**config.mk**
```make
export PLATFORM = sky130hd
export DESIGN_NAME = preif_stage
export DESIGN_NICKNAME = d
export VERILOG_FILES = /design/src/rtl/preif_stage.sv
export SDC_FILE = /design/constraint.sdc
export NUM_CORES = 1
export LEC_CHECK = 0
export BUFFER_PORTS_ARGS = -buffer_cell sky130_fd_sc_hd__buf_2
export CORE_AREA = 2 2 100 102
export CTS_BUF_LIST = sky130_fd_sc_hd__clkbuf_4
export DETAILED_ROUTE_END_ITERATION = 10
export DIE_AREA = 0 0 102 104
export PLACE_DENSITY = 0.78
export SYNTH_ARGS = -nofsm -noshare
export SYNTH_HDL_FRONTEND = slang
export SYNTH_SLANG_ARGS = --single-unit
```
**constraint.sdc**
```tcl
create_clock -name clk -period 2.6 [get_ports clk]
set_input_delay 0.39 -clock clk [delete_from_list [all_inputs] [get_ports clk]]
set_output_delay 0.39 -clock clk [all_outputs]
set_load 0.01 [all_outputs]
```
**src/rtl/preif_stage.sv**
```systemverilog
// Pre-fetch stage: owns the fetch PC, issues instruction-RAM requests, applies redirects and
// drops data beats of cancelled fetches. Optional misaligned-PC flagging under PREIF_ADEF_EN.
module preif_stage #(
  parameter logic [31:0] RESET_PC = 32'h1c00_0000,
  parameter int          CNT_W    = 2
) (
  input  logic        clk,
  input  logic        rst_n,
  input  logic        if_allowin_i,
  output logic        preif_to_if_valid_o,
  output logic [31:0] pc_o,
  output logic        adef_o,
  output logic        inst_ram_req_o,
  output logic [31:0] inst_ram_addr_o,
  input  logic        inst_ram_addr_ok_i,
  input  logic        inst_ram_data_ok_i,
  output logic        inst_data_ok_o,
  input  logic        excep_flush_i,
  input  logic [31:0] excep_pc_i,
  input  logic        br_taken_i,
  input  logic [31:0] br_target_i
);
  typedef enum logic [1:0] {S_IDLE, S_REQ, S_WAIT} state_t;

  state_t           state;
  logic [31:0]      pc_r, redir_pc;
  logic             redir_v;
  logic [CNT_W-1:0] outst_cnt, cancel_cnt, outst_nxt;
  logic             redirect_now, mis, in_req, acc, cancel_evt;
  logic [31:0]      redir_tgt;

`ifdef PREIF_ADEF_EN
  assign mis = pc_r[1:0] != 2'b00;
`else
  assign mis = 1'b0;
`endif

  assign redirect_now = excep_flush_i | br_taken_i;
  assign redir_tgt    = excep_flush_i ? excep_pc_i : br_target_i;
  assign in_req       = state == S_REQ;
  assign acc          = inst_ram_req_o & inst_ram_addr_ok_i;

  assign adef_o              = mis;
  assign pc_o                = pc_r;
  assign inst_ram_addr_o     = pc_r;
  assign inst_ram_req_o      = in_req & ~mis;
  assign preif_to_if_valid_o = ~redirect_now &
                               ((state == S_WAIT) | (in_req & (acc | mis) & ~redir_v));
  assign inst_data_ok_o      = inst_ram_data_ok_i & (cancel_cnt == '0);

  assign outst_nxt  = outst_cnt + CNT_W'(acc) - CNT_W'(inst_ram_data_ok_i);
  // Every beat still owed at a redirect belongs to a dead fetch, including a pending
  // request whose addr_ok arrives after the redirect was latched.
  assign cancel_evt = redirect_now | (redir_v & acc);

  always_ff @(posedge clk) begin
    if (!rst_n) begin
      state      <= S_IDLE;
      pc_r       <= RESET_PC;
      redir_v    <= 1'b0;
      redir_pc   <= '0;
      outst_cnt  <= '0;
      cancel_cnt <= '0;
    end else begin
      outst_cnt <= outst_nxt;
      if (cancel_evt)
        cancel_cnt <= outst_nxt;
      else if (inst_ram_data_ok_i && cancel_cnt != '0)
        cancel_cnt <= cancel_cnt - 1'b1;

      case (state)
        S_IDLE, S_WAIT: begin
          if (redirect_now) begin
            pc_r  <= redir_tgt;
            state <= S_REQ;
          end else if (state == S_IDLE) begin
            state <= S_REQ;
          end else if (if_allowin_i) begin
            pc_r  <= pc_r + 32'd4;
            state <= S_REQ;
          end
        end
        S_REQ: begin
          if (acc | mis) begin
            redir_v <= 1'b0;
            if (redirect_now)
              pc_r <= redir_tgt;
            else if (redir_v)
              pc_r <= redir_pc;
            else if (if_allowin_i) begin
              if (!mis) pc_r <= pc_r + 32'd4;
            end else if (!mis)
              state <= S_WAIT;
          end else if (redirect_now) begin
            // address must stay stable until addr_ok; remember where to go afterwards
            redir_v  <= 1'b1;
            redir_pc <= redir_tgt;
          end
        end
        default: state <= S_IDLE;
      endcase
    end
  end

  a_outst_ovf: assert property (@(posedge clk) disable iff (!rst_n)
    !(acc && !inst_ram_data_ok_i && (&outst_cnt)));
  a_outst_unf: assert property (@(posedge clk) disable iff (!rst_n)
    !(inst_ram_data_ok_i && !acc && outst_cnt == '0));
endmodule

```
==> out/results.txt <==
most frequent cell after synthesis - dfxtp_1
TritonCTS Buffers - 9
antenna fix cells - 0
Initial Utilization - 48.6%
crit path max fanout - 18
Synth cell types - 63
post-route cell area - 5350 um2
worst skew pair latency - 0.42 ns
Tot GR Track Use - 25.9%
RSZ-0062 raised after global routing - false
# fillers - 927
number of synthesized register bits - 71
# Post-CTS Setup Buffers - 0
H-tree depth - 3
post-route ant nets - 0
syn avg cell area - 7.76 um2
synth cell count leaders - dfxtp_1, nand2_1, nor2_1
peak supply drop - 0.259 mV
EDFF count, synth - 0
Final Max Slew Viols - 0
Post-Syn Nets - 673
Final Hold Vio Count - 0
routability congestion estimate - 0.900
worst path bufs/invs - 1
top cell type by total area after synthesis - dfxtp_1
CP arrival - 2.54 ns
Max Fclk - 443 MHz
Final period util - 86.8%
Leak - 2.24 nW
Hold Slack - 0.238 ns
status - finished clean
first-pass iteration count of the detailed router - 5
drt drc - 0
Nets - 759
synth top area cells - dfxtp_1, buf_4, o21ai_0, nand2_1, nor2_1
via count - 4,980
first-pass GRT wire length - 22,200 um
max incr delay on CP - 0.51 ns
Min-Delay Endpoint - redir_pc[15]$_SDFFE_PN0P_
die width - 102 um
mapped cell area - 4640 um2
max_slew headroom - 47.1%
root buffer cell - clkbuf_4
DP HPWL - 10,200 um
Core Area - 9550 um2
CTS tree - done
CP Capture Type - register
CTS resizes - 0
DR WL/cell - 17.1 um
gr ovfl total - 0
cells after synthesis - 598
FF-to-FF End - inst_ram_addr_o[16]$_SDFFE_PN0P_
clk buf depth - 2
YS warnings - 0
Die Y - 104 um
Top delay family on crit path - simple AND/OR/NAND/NOR gates
num ports - 139
worst-margin pin slew - 0.784 ns
crit start category - register
site row count - 36
initial antenna violation count - 0
Worst R2R Setup Slack - 0.34 ns
Hold Path Stages - 3
# hold bufs at CTS - 0
pwr/cell area - 520 nW/um2
post-route minimum period - 2.26 ns
CTS sink cnt - 71
Synth top area share - 30.6%
final setup fails - 0
slowest CP cell - dfxtp_1
Clock Skew - 0.0175 ns
async set-reset flop share out of synthesis - 0%
largest net degree at the start of global routing - 51
vias in the first global route - 4,469
die area - 10,600 um2
Worst-path clk slew - 0.12 ns
reg-to-reg startpoint - state[0]$_SDFFE_PN0P_
Hold Startpoint - excep_pc_i[15]
area grow syn2layout - 15.3%
Seq/Total Area, Yosys - 30.6%
cell area after placement - 5200 um2
critical path type - reg2reg
setup TNS - 0 ns
CP cell instances - nand3b_1, buf_4, nand2_1, nand2_1, o311ai_0, o22ai_1
layout cells sized above 1 - 26.4%
1st-iter DRT viols - 396
Port Buffers - 137
cells on worst reg2reg path - 6
CP dominant cell by count - nand2_1
maxcap violations - 0
Critical Path RT - 2.88 ns
Most used DFF post-synth - dfxtp_1
via/cell ratio - 6.06
total wire length - 14,100 um
HP Class - in2reg
## stage by stage
stage / cells / power [mW] / util, % / worst slack [ns]
detailed placement: 806 / 1.99 / 54.4 / 0.411
global route: 822 / 2.92 / 56.0 / 0.180
CTS: 822 / 2.78 / 56.0 / 0.386
finish: 822 / 2.78 / 56.0 / 0.344
global placement: 806 / 1.97 / 54.4 / 0.479
floorplan: 598 / 1.77 / - / 0.603
## worst reg2reg max path: stages (launching register included)
cell,delay [ns]
dfxtp_1,0.51
nand3b_1,0.33
buf_4,0.29
nand2_1,0.47
nand2_1,0.22
o311ai_0,0.17
o22ai_1,0.14
## registers in the layout, summed over array words and instances, names as in the netlist
signal	cells
outst_cnt	2
cancel_cnt	2
redir_pc	32
state	2
redir_v	1
inst_ram_addr_o	32
## worst max-delay path by stage
stage / from / to / cells after the start
floorplan: state[0]$_SDFFE_PN0P_ / cancel_cnt[1]$_SDFFE_PN0P_ / 11
global placement: state[0]$_SDFFE_PN0P_ / cancel_cnt[1]$_SDFFE_PN0P_ / 10
detailed placement: state[0]$_SDFFE_PN0P_ / inst_ram_addr_o[16]$_SDFFE_PN0P_ / 6
CTS: state[0]$_SDFFE_PN0P_ / cancel_cnt[1]$_SDFFE_PN0P_ / 10
global route: state[0]$_SDFFE_PN0P_ / inst_ram_addr_o[16]$_SDFFE_PN0P_ / 6
finish: state[0]$_SDFFE_PN0P_ / inst_ram_addr_o[16]$_SDFFE_PN0P_ / 6
## placed cells by master, fill, tap and decap left out, types with 7 or more instances in the layout
master / n
buf_2: 137
dfxtp_1: 71
nand2_1: 57
nor2_1: 55
o21ai_0: 45
a21oi_1: 25
a211oi_1: 25
a311oi_1: 22
nand3_1: 20
buf_4: 18
nor3_1: 17
mux2i_1: 17
nor2b_1: 14
a22oi_1: 13
clkbuf_4: 9
and4_1: 8
o211ai_1: 8
nand4_1: 7
## cell families after synthesis
kind of cell               synth area share, %
other                                   0.0808
xor gates and xnor gates                  2.26
DFF                                       30.6
muxes                                     3.67
buffers and inverters                     10.1
and+or+nand+nor                           25.1
AOI/OAI and AO/OA                         27.0
adders and majority gates                 1.08
## routing by layer
| metal | global-route usage [%] | up-vias | wire length [um] |
|---|---|---|---|
| met4 | 9.52 | 0 | 431 |
| met3 | 3.49 | 30 | 1080 |
| met1 | 37.6 | 2325 | 6330 |
| li1 | - | 2368 | - |
| met2 | 38.7 | 257 | 6220 |
| met5 | 0 | - | 0 |
## cell type report
class	count	area [um2]	area share (%)
Timing Repair Buffer	155	821	15.3
Inverter	8	30.0	0.561
Tap cell	133	166	3.11
Sequential cell	71	1420	26.6
Clock inverter	7	87.6	1.64
Clock buffer	9	67.6	1.26
Multi-Input combinational cell	439	2760	51.5
## where the power goes
part / internal [mW] / switching [mW] / total, mW
Combinational: 0.291 / 0.401 / 0.691
Clock: 0.382 / 0.422 / 0.804
Sequential: 1.18 / 0.109 / 1.29
No activity file was read; power rests on OpenSTA's default activity.
